File: src/rtl/cam_pkg.sv
// cam_pkg: shared camera/background-buffer definitions.
//   - RGB565 field positions
//   - default frame geometry and address width (320x240)
//   - capture FSM state encoding used by bg_stream_reader
// No ports; imported with `import cam_pkg::*;`.
package cam_pkg;

  // RGB565 field positions
  localparam int RGB_R_MSB = 15;
  localparam int RGB_R_LSB = 11;
  localparam int RGB_G_MSB = 10;
  localparam int RGB_G_LSB = 5;
  localparam int RGB_B_MSB = 4;
  localparam int RGB_B_LSB = 0;

  // Default frame geometry
  localparam int CAM_FRAME_W      = 320;
  localparam int CAM_FRAME_H      = 240;
  localparam int CAM_FRAME_PIXELS = CAM_FRAME_W * CAM_FRAME_H;
  localparam int CAM_ADDR_WIDTH   = 17;
  localparam int CAM_PIXEL_WIDTH  = 16;

  // Capture FSM states
  typedef enum logic [1:0] {
    CAP_IDLE  = 2'd0,
    CAP_ARMED = 2'd1,
    CAP_LOAD  = 2'd2
  } cap_state_e;

  // State the capture FSM leaves reset in
  function automatic cap_state_e cap_reset_state(input int auto_load);
    return (auto_load != 0) ? CAP_ARMED : CAP_IDLE;
  endfunction

endpackage

File: src/rtl/bg_wb_forward.sv
// bg_wb_forward: history of the last WB_DEPTH background write-backs and a
// priority match against a lookup address.
// Ports:
//   i_clk, i_rst_n       clock, asynchronous active-low reset
//   i_enable             history only shifts on enabled cycles
//   i_wr_en/addr/data    snooped updater write (also the highest-priority match)
//   i_lookup_addr        aligned address about to be registered at the output
//   i_rd_data            BRAM data for that address
//   o_fwd_data           newest matching write-back, else i_rd_data
module bg_wb_forward #(
  parameter int ADDR_WIDTH  = 17,
  parameter int PIXEL_WIDTH = 16,
  parameter int WB_DEPTH    = 4
) (
  input  logic                   i_clk,
  input  logic                   i_rst_n,
  input  logic                   i_enable,
  input  logic                   i_wr_en,
  input  logic [ADDR_WIDTH-1:0]  i_wr_addr,
  input  logic [PIXEL_WIDTH-1:0] i_wr_data,
  input  logic [ADDR_WIDTH-1:0]  i_lookup_addr,
  input  logic [PIXEL_WIDTH-1:0] i_rd_data,
  output logic [PIXEL_WIDTH-1:0] o_fwd_data
);

  // Index 0 is the newest entry.
  logic                   r_valid [WB_DEPTH];
  logic [ADDR_WIDTH-1:0]  r_addr  [WB_DEPTH];
  logic [PIXEL_WIDTH-1:0] r_data  [WB_DEPTH];

  always_ff @(posedge i_clk or negedge i_rst_n) begin
    if (!i_rst_n) begin
      for (int i = 0; i < WB_DEPTH; i++) begin
        r_valid[i] <= 1'b0;
        r_addr[i]  <= '0;
        r_data[i]  <= '0;
      end
    end else if (i_enable && i_wr_en) begin
      r_valid[0] <= 1'b1;
      r_addr[0]  <= i_wr_addr;
      r_data[0]  <= i_wr_data;
      for (int i = 1; i < WB_DEPTH; i++) begin
        r_valid[i] <= r_valid[i-1];
        r_addr[i]  <= r_addr[i-1];
        r_data[i]  <= r_data[i-1];
      end
    end
  end

  // Walk oldest to newest so later (newer) matches overwrite earlier ones;
  // the live write is applied last and therefore wins over all history.
  logic [PIXEL_WIDTH-1:0] w_sel;
  always_comb begin
    w_sel = i_rd_data;
    for (int i = WB_DEPTH - 1; i >= 0; i--) begin
      if (r_valid[i] && (r_addr[i] == i_lookup_addr)) w_sel = r_data[i];
    end
    if (i_wr_en && (i_wr_addr == i_lookup_addr)) w_sel = i_wr_data;
  end

  assign o_fwd_data = w_sel;

endmodule

File: src/rtl/bg_stream_reader.sv
// bg_stream_reader: read side of the background frame buffer.
// Issues a BRAM read for every pixel address, delays address/pixel/active/load
// by the RAM latency so they line up with the returned background word, and
// registers all of it at the output (fixed latency RAM_LATENCY+2 enabled
// cycles). A capture FSM (IDLE/ARMED/LOAD) opens a one-frame load window.
// Build option: define BG_FWD_EN to forward in-flight write-backs
// (bg_wb_forward) into bg_pixel_out; otherwise the snoop ports are unused.
// Ports:
//   clk, rst_n            clock, asynchronous active-low reset
//   enable                advance qualifier: every register, including the FSM,
//                         only updates on cycles where enable=1; pulses on
//                         capture_req/frame_start are ignored otherwise
//   active_in, addr_in, live_pixel_in, frame_start, capture_req  camera side
//   bg_rd_addr / bg_rd_data                        BRAM read port
//   bg_wr_en / bg_wr_addr / bg_wr_data             snooped updater writes
//   addr_out, live_pixel_out, bg_pixel_out, active_out, load_frame_out  aligned
//   capture_busy          FSM not IDLE
//   load_done             pulse after a load window closes
module bg_stream_reader
  import cam_pkg::*;
#(
  parameter int ADDR_WIDTH   = CAM_ADDR_WIDTH,
  parameter int PIXEL_WIDTH  = CAM_PIXEL_WIDTH,
  parameter int RAM_LATENCY  = 2,
  parameter int FRAME_PIXELS = CAM_FRAME_PIXELS,
  parameter int WB_DEPTH     = 4,
  parameter int AUTO_LOAD    = 1
) (
  input  logic                   clk,
  input  logic                   rst_n,
  input  logic                   enable,
  input  logic                   active_in,
  input  logic [ADDR_WIDTH-1:0]  addr_in,
  input  logic [PIXEL_WIDTH-1:0] live_pixel_in,
  input  logic                   frame_start,
  input  logic                   capture_req,
  output logic [ADDR_WIDTH-1:0]  bg_rd_addr,
  input  logic [PIXEL_WIDTH-1:0] bg_rd_data,
  input  logic                   bg_wr_en,
  input  logic [ADDR_WIDTH-1:0]  bg_wr_addr,
  input  logic [PIXEL_WIDTH-1:0] bg_wr_data,
  output logic [ADDR_WIDTH-1:0]  addr_out,
  output logic [PIXEL_WIDTH-1:0] live_pixel_out,
  output logic [PIXEL_WIDTH-1:0] bg_pixel_out,
  output logic                   active_out,
  output logic                   load_frame_out,
  output logic                   capture_busy,
  output logic                   load_done
);

  localparam int DEPTH = 1 + RAM_LATENCY;
  localparam int CNT_W = $clog2(FRAME_PIXELS + 1);
  localparam logic [CNT_W-1:0] LAST_PIX = CNT_W'(FRAME_PIXELS - 1);
  localparam cap_state_e RST_STATE = cap_reset_state(AUTO_LOAD);

  // ---------------- capture FSM ----------------
  cap_state_e       r_state;
  logic [CNT_W-1:0] r_pix_cnt;
  logic             r_load_done;

  logic w_load_in;
  logic w_last_pix;
  assign w_load_in  = active_in && (r_state == CAP_LOAD);
  assign w_last_pix = active_in && (r_pix_cnt == LAST_PIX);

  always_ff @(posedge clk or negedge rst_n) begin
    if (!rst_n) begin
      r_state     <= RST_STATE;
      r_pix_cnt   <= '0;
      r_load_done <= 1'b0;
    end else if (enable) begin
      r_load_done <= 1'b0;
      case (r_state)
        CAP_IDLE: begin
          // frame_start in the same cycle is ignored: load begins next frame
          if (capture_req) r_state <= CAP_ARMED;
        end
        CAP_ARMED: begin
          if (frame_start) begin
            r_state   <= CAP_LOAD;
            r_pix_cnt <= '0;
          end
        end
        CAP_LOAD: begin
          // The pixel that hits the count limit is still loaded (w_load_in
          // is evaluated from the current state).
          if (frame_start || w_last_pix) begin
            r_state     <= CAP_IDLE;
            r_load_done <= 1'b1;
          end
          if (active_in && (r_pix_cnt != LAST_PIX)) r_pix_cnt <= r_pix_cnt + CNT_W'(1);
        end
        default: r_state <= CAP_IDLE;
      endcase
    end
  end

  assign capture_busy = (r_state != CAP_IDLE);
  assign load_done    = r_load_done;

  // ---------------- read stage + side pipeline ----------------
  logic [ADDR_WIDTH-1:0]  r_rd_addr;
  logic [ADDR_WIDTH-1:0]  r_addr_p [DEPTH];
  logic [PIXEL_WIDTH-1:0] r_pix_p  [DEPTH];
  logic                   r_act_p  [DEPTH];
  logic                   r_load_p [DEPTH];

  logic [ADDR_WIDTH-1:0]  r_addr_out;
  logic [PIXEL_WIDTH-1:0] r_live_out;
  logic [PIXEL_WIDTH-1:0] r_bg_out;
  logic                   r_act_out;
  logic                   r_load_out;

  logic [PIXEL_WIDTH-1:0] w_bg_sel;

  always_ff @(posedge clk or negedge rst_n) begin
    if (!rst_n) begin
      r_rd_addr <= '0;
      for (int i = 0; i < DEPTH; i++) begin
        r_addr_p[i] <= '0;
        r_pix_p[i]  <= '0;
        r_act_p[i]  <= 1'b0;
        r_load_p[i] <= 1'b0;
      end
      r_addr_out <= '0;
      r_live_out <= '0;
      r_bg_out   <= '0;
      r_act_out  <= 1'b0;
      r_load_out <= 1'b0;
    end else if (enable) begin
      r_rd_addr   <= addr_in;
      r_addr_p[0] <= addr_in;
      r_pix_p[0]  <= live_pixel_in;
      r_act_p[0]  <= active_in;
      r_load_p[0] <= w_load_in;
      for (int i = 1; i < DEPTH; i++) begin
        r_addr_p[i] <= r_addr_p[i-1];
        r_pix_p[i]  <= r_pix_p[i-1];
        r_act_p[i]  <= r_act_p[i-1];
        r_load_p[i] <= r_load_p[i-1];
      end
      // Last side stage lines up with bg_rd_data for the same address.
      r_addr_out <= r_addr_p[DEPTH-1];
      r_live_out <= r_pix_p[DEPTH-1];
      r_act_out  <= r_act_p[DEPTH-1];
      r_load_out <= r_load_p[DEPTH-1];
      r_bg_out   <= w_bg_sel;
    end
  end

`ifdef BG_FWD_EN
  bg_wb_forward #(
    .ADDR_WIDTH  (ADDR_WIDTH),
    .PIXEL_WIDTH (PIXEL_WIDTH),
    .WB_DEPTH    (WB_DEPTH)
  ) u_fwd (
    .i_clk         (clk),
    .i_rst_n       (rst_n),
    .i_enable      (enable),
    .i_wr_en       (bg_wr_en),
    .i_wr_addr     (bg_wr_addr),
    .i_wr_data     (bg_wr_data),
    .i_lookup_addr (r_addr_p[DEPTH-1]),
    .i_rd_data     (bg_rd_data),
    .o_fwd_data    (w_bg_sel)
  );
`else
  assign w_bg_sel = bg_rd_data;
  // Snoop ports and history depth have no function in this build.
  logic w_unused_snoop;
  assign w_unused_snoop = ^{bg_wr_en, bg_wr_addr, bg_wr_data, 32'(WB_DEPTH)};
`endif

  assign bg_rd_addr     = r_rd_addr;
  assign addr_out       = r_addr_out;
  assign live_pixel_out = r_live_out;
  assign bg_pixel_out   = r_bg_out;
  assign active_out     = r_act_out;
  assign load_frame_out = r_load_out;

endmodule

File: config.mk
export PLATFORM = sky130hd
export DESIGN_NAME = bg_stream_reader
export DESIGN_NICKNAME = d
export VERILOG_FILES = /design/src/rtl/cam_pkg.sv /design/src/rtl/bg_wb_forward.sv /design/src/rtl/bg_stream_reader.sv
export SDC_FILE = /design/constraint.sdc
export NUM_CORES = 1
export LEC_CHECK = 0
export CELL_PAD_IN_SITES_DETAIL_PLACEMENT = 1
export CELL_PAD_IN_SITES_GLOBAL_PLACEMENT = 1
export CORE_AREA = 2 2 107 161
export DETAILED_ROUTE_END_ITERATION = 6
export DIE_AREA = 0 0 109 163
export PLACE_DENSITY = 0.81
export SLEW_MARGIN = 20
export SYNTH_ARGS = -nofsm -noshare
export SYNTH_HDL_FRONTEND = slang
export SYNTH_SLANG_ARGS = --single-unit
File: constraint.sdc
create_clock -name clk -period 5.5 [get_ports clk]
set_input_delay 1.375 -clock clk [delete_from_list [all_inputs] [get_ports clk]]
set_output_delay 1.375 -clock clk [all_outputs]
set_load 0.03 [all_outputs]
==> impl_metrics.tcl, run 1 <==
set metrics [dict create \
    fin_total_pwr_mw 3.532 \
    port-buffer-count 124 \
    fin_skew_ps 6.567 \
    rows 58 \
    place.detailed.hpwl_um 10100 \
    routed_wl_um 14710 \
    final_max_slew_viol_count 0 \
    synth.distinct_cells 44 \
    antenna_left 0 \
    grt_pass1_wl_um 23550 \
    worst-setup-path-type "input port to flip-flop" \
    die_w_um 109 \
    drv_cap 0 \
    ys_seq_area_share_pct 62.16 \
    status "finished, final reports clean" \
    crit_required_ps 5840 \
    holdCritPathClass "flip-flop to flip-flop" \
    fmaxAchievable_mhz 302.1 \
    tritoncts "built" \
    worstSetupStartpointType "input port" \
    path_clk_slew_ps 70 \
    cp_cell_sequence "buf_6, and4b_1, o21ai_1, or4b_2, a21oi_1" \
    synth_ff_type "dfrtp_1" \
    drt_pre_antenna_iters 5 \
    synth_edf_count 0 \
    ios 159 \
    start_util_pct 43.02 \
    end_kind "flip-flop" \
    drc 0 \
    ys_ff_latch 176 \
    nets 676 \
    critPathArrivalTime_ps 3650 \
    gp_congestion 0.8385 \
    htreeDepth 4 \
    worstPathMaxFanout 82 \
    clockBufferDepth 2 \
    synth_cells 480 \
    overflow 0 \
    tritoncts.num_buffers 17 \
    netlist_area_um2 7087 \
    n_fill_cell 1634 \
    die_area_um2 17770 \
    synthArstFlopShare_pct 100.0 \
    rsz0062_at_grt "false" \
    p_leak_nw 3.724 \
    ir_worst_vdd_v 0.0002150 \
    die_h_um 163 \
    crit_path_top_delay_cell "or4b_2" \
    yosysWarnings 0 \
    hold_viol_final 0 \
    antenna_cells 0 \
    cts_resized 0 \
    viasPerCell 5.293 \
    synth_nets 570 \
    finalCriticalPeriod_ps 3311 \
    finalSetupViolCount 0 \
    relSlewSlack_pct 32.88 \
    drive_above_1_share_pct 33.11 \
    vias 4277 \
    grt_pass1_vias 4728 \
    grt_max_degree 98 \
    drt_first_iter_violations 115 \
    cts_hold_buf 0 \
    fin_setup_tns_ps 0 \
    cts.sinks 176 \
    wl_per_cell_um 18.21 \
    power_density_nw_per_um2 394.4 \
    critPathMaxStageDelay_ps 670 \
    cts-root-buf "clkbuf_16" \
    core_um2 16470 \
    insertion_delay_ps 420 \
    worst_pin_slew_ps 1007 \
    grt_antenna_before_repair 0 \
    track_usage_pct 17.18 \
    area_delta_synth_final_pct 26.36 \
    cts_setup_buffers 0 \
    syn_area_per_cell_um2 14.76 \
    finalCritPeriodShare_pct 60.19 \
]
[synthesized netlist by cell type, types with 3 or more instances]
cell type | instances | area (µm²)
a21oi_1 | 8 | 40.04
a31oi_1 | 11 | 68.82
and3_1 | 3 | 18.77
and4_1 | 3 | 26.28
buf_4 | 17 | 127.6
clkbuf_1 | 20 | 75.07
dfrtp_1 | 175 | 4379
inv_1 | 3 | 11.26
mux2_2 | 156 | 1757
mux2i_1 | 5 | 50.05
nand2_1 | 15 | 56.30
nand2b_1 | 8 | 50.05
nand3_1 | 5 | 25.02
nand4b_1 | 3 | 26.28
nor2_1 | 4 | 15.01
o21ai_0 | 4 | 20.02
o31ai_1 | 3 | 22.52
or4_1 | 4 | 30.03
[layout by cell type, fill, tap and decap left out, drive strengths merged, types with 2 or more instances in the layout]
master / synthesis / routed
nor4: 3 / 3
a31oi: 11 / 11
and3: 3 / 3
clkinv: 0 / 6
o2111ai: 2 / 2
or4b: 2 / 2
and4: 3 / 3
buf: 20 / 5
mux2i: 5 / 5
o31ai: 3 / 3
inv: 3 / 5
mux2: 156 / 156
nand3: 5 / 5
nor2: 4 / 4
clkbuf: 20 / 19
nand2: 15 / 15
dfrtp: 175 / 175
o2bb2ai: 2 / 2
nand4b: 3 / 3
and4b: 2 / 2
nand2b: 8 / 8
o21ai: 5 / 5
a211oi: 2 / 2
nand4: 3 / 3
clkinvlp: 0 / 3
a21oi: 8 / 8
clkdlybuf4s50: 0 / 122
or4: 5 / 5
[final cells by class]
| cell class | count | area (µm²) | share of cell area, % |
|---|---|---|---|
| Timing Repair Buffer | 127 | 1266 | 14.14 |
| Clock buffer | 19 | 442.9 | 4.946 |
| Multi-Input combinational cell | 261 | 2455 | 27.41 |
| Tap cell | 210 | 262.8 | 2.934 |
| Inverter | 3 | 11.26 | 0.1258 |
| Sequential cell | 176 | 4405 | 49.20 |
| Clock inverter | 12 | 111.4 | 1.244 |
[path summary, 6_finish.rpt]
path,start,endpoint,slack (ps),cells past startpoint
max reg2reg,r_state[0],r_pix_cnt[15],3250,4
min in group asynchronous,rst_n,r_pix_p[2],1050,1
max in group asynchronous,rst_n,r_pix_p[28],3280,2
max,enable,r_pix_cnt[15],2190,5
min reg2reg,load_done,load_done,490,1
min,load_done,load_done,490,1
[metrics by stage]
| step | util, % | hold slack, ps | area, µm² | cells | setup WS, ps |
|---|---|---|---|---|---|
| final | 54.36 | 491.2 | 8955 | 808 | 2189 |
| after global routing | 54.36 | 514.2 | 8955 | 808 | 2035 |
| after CTS | 54.36 | 498.9 | 8955 | 808 | 2186 |
| after detailed placement | 51.00 | 472.0 | 8401 | 777 | 1740 |
| after global placement | 51.00 | 477.5 | 8401 | 777 | 1799 |
| after floorplan | - | 448.2 | 7087 | 480 | 2690 |
[critical path: cells and delay by family]
family | cells | cell delay, ps
buf+inv | 1 | 540
compound gates | 2 | 420
simple gates | 2 | 1300
[power by group]
part	internal (mW)	switching, mW	total, mW
Clock	0.635	0.494	1.13
Sequential	1.50	0.128	1.63
Combinational	0.376	0.395	0.771
[cells by family after synthesis]
kind of cell | Yosys count | share of synthesized area (%)
AOI/OAI and AO/OA | 39 | 3.620
adders and majority gates | 1 | 0.1765
buffers and inverters | 43 | 3.196
DFF | 176 | 62.16
muxes | 161 | 25.49
and+or+nand+nor | 60 | 5.350
[registers in the layout, indices dropped and copies added (netlist names), 2 cells and up]
register	flops
r_state	2
bg_pixel_out	16
r_addr_p	51
r_pix_cnt	17
r_act_p	3
live_pixel_out	16
r_pix_p	48
addr_out	17
r_load_p	3
[routing by layer]
layer,track usage [%],vias up,routed length [µm]
li1,-,1926,-
met3,4.122,15,677
met5,0,-,0
met4,6.352,0,221
met1,19.30,2225,5760
met2,31.00,111,8055
No activity file was read; power rests on OpenSTA's default activity.
==> run 2, diff against run 1 <==
Settings changed: CORE_AREA 2 2 107 161 to 2 2 117 175, DIE_AREA 0 0 109 163 to 0 0 119 177, PLACE_DENSITY 0.81 to 0.72.
Clock period 5.5 ns to 2.65 ns, I/O delays scaled along.
==> run 2 against run 1 <==
Worst setup slack worse by 2000 ps. Largest power group unchanged. Die area up 19%. Critical path type is now flip-flop to primary output. Count of clock-buffer cells in the layout up 4. Cell count up 7.3%. Worst hold slack worse by 320 ps. Power up 110%. Clock power up 120%.
==> impl_metrics.tcl, run 2 (synthesis results as in run 1) <==
set metrics [dict create \
    fin_skew_ps 6.503 \
    core_um2 19630 \
    grt_max_degree 67 \
    routed_wl_um 14190 \
    drive_above_1_share_pct 33.61 \
    grt_pass1_vias 4640 \
    port-buffer-count 124 \
    tritoncts.num_buffers 17 \
    cts-root-buf "clkbuf_16" \
    stdcell_count 867 \
    crit_required_ps 1990 \
    die_area_um2 21060 \
    final_area_um2 9150 \
    finalCriticalPeriod_ps 2464 \
    status "finished, final reports clean" \
    antenna_left 0 \
    final_util_pct 46.62 \
    holdCritPathClass "input port to async pin" \
    fmaxAchievable_mhz 405.8 \
    area_delta_synth_final_pct 29.11 \
    grt_pass1_wl_um 23740 \
    drt_pre_antenna_iters 4 \
    viasPerCell 4.924 \
    r2r-end "r_state[1]" \
    worstPathMaxFanout 8 \
    p_leak_nw 3.799 \
    finalCritPeriodShare_pct 92.98 \
    reg2reg_slack_ps 480 \
    worst_pin_slew_ps 830.7 \
    n_fill_cell 1944 \
    track_usage_pct 14.25 \
    nets 684 \
    wl_per_cell_um 16.36 \
    hold_viol_final 0 \
    drv_cap 0 \
    cts_hold_buf 0 \
    reg_top3 "r_addr_p x51, r_pix_p x48" \
    gp_congestion 0.7583 \
    power_density_nw_per_um2 821.4 \
    drt_first_iter_violations 195 \
    final_max_slew_viol_count 0 \
    regMostFlops "r_addr_p" \
    place.detailed.hpwl_um 10080 \
    final_common_cell "dfrtp_1" \
    cts_resized 0 \
    htreeDepth 4 \
    fin_setup_tns_ps 0 \
    critPathArrivalTime_ps 1800 \
    overflow 0 \
    finalSetupViolCount 0 \
    rows 63 \
    ff2ff_path_depth 4 \
    largest_register_ffs 51 \
    worst-setup-path-type "flip-flop to primary output" \
    tritoncts "built" \
    drc 0 \
    clockBufferDepth 2 \
    post-place-cells 835 \
    r2r-start "r_pix_cnt[12]" \
    mostFrequentLayoutCells "dfrtp_1, mux2_2, clkdlybuf4s50_1" \
    rsz0062_at_grt "false" \
    vias 4269 \
    die_h_um 177 \
    cts_setup_buffers 0 \
    insertion_delay_ps 430 \
    worstSetupStartpointType "flip-flop" \
    path_clk_slew_ps 70 \
    ios 159 \
    ir_worst_vdd_v 0.0004191 \
    die_w_um 119 \
    antenna_cells 0 \
    relSlewSlack_pct 44.62 \
    end_kind "primary output" \
    grt_antenna_before_repair 0 \
    place_area_um2 8548 \
    cts.sinks 176 \
    start_util_pct 36.11 \
]
## run 2: changes by cell type in the layout (fill, tap and decap cells not counted)
| cell | before | now |
|---|---|---|
| clkbuf_8 | 1 | 2 |
| bufinv_16 | 1 | 3 |
| clkinvlp_4 | 3 | 1 |
| inv_6 | 2 | 0 |
| buf_4 | 3 | 9 |
| clkbuf_1 | 1 | 4 |
| clkinv_2 | 3 | 2 |
| buf_12 | 0 | 2 |
## run 2: how the worst max path moves through the flow
stage                start            end  depth (start not counted)  slack, ps
5_1_grt         r_state[0]   capture_busy                          2        120
4_1_cts         r_state[0]   capture_busy                          2        150
2_1_floorplan       enable  r_pix_cnt[15]                          5        550
3_3_place_gp   frame_start  r_pix_cnt[15]                          5        220
3_5_place_dp     active_in  r_pix_cnt[16]                          6        170
6_report        r_state[0]   capture_busy                          2        190
## run 2: power breakdown
part           switching [mW]  total, mW  internal, mW  leakage [nW]
Combinational           0.816       1.62         0.801          1.39
Clock                   0.987       2.52          1.53         0.291
Sequential              0.255       3.38          3.12          2.11
## run 2: per-stage QoR
step / setup WS, ps / hold WS, ps / power [mW]
floorplan: 552.8 / 366.9 / 4.348
global placement: 224.5 / 479.3 / 4.976
detailed placement: 173.0 / 474.2 / 5.074
CTS: 147.7 / 160.5 / 7.655
global route: 118.6 / 172.2 / 7.894
finish: 186.0 / 166.4 / 7.515
## run 2: routing by layer
layer,vias to the layer above,wire length (µm),track usage (%)
li1,1934,-,-
met1,2225,5714,16.12
met2,95,7642,25.02
met3,15,624,4.414
met4,0,206,5.605
met5,-,0,0
## run 2: area by class of cell
| cell class | count | area (µm²) | area share, % |
|---|---|---|---|
| clock buffers | 23 | 467.9 | 5.114 |
| multi-input cells | 261 | 2455 | 26.83 |
| inverters | 3 | 11.26 | 0.1231 |
| well taps | 260 | 325.3 | 3.555 |
| repair buffers | 135 | 1351 | 14.77 |
| clock inverters | 9 | 133.9 | 1.463 |
| flip-flops and latches | 176 | 4405 | 48.15 |
## run 2: worst max-delay path, cell delays in order, from the launching register on
cell and delay [ps]:
dfstp_2 590, or2_2 130, clkdlybuf4s50_1 660
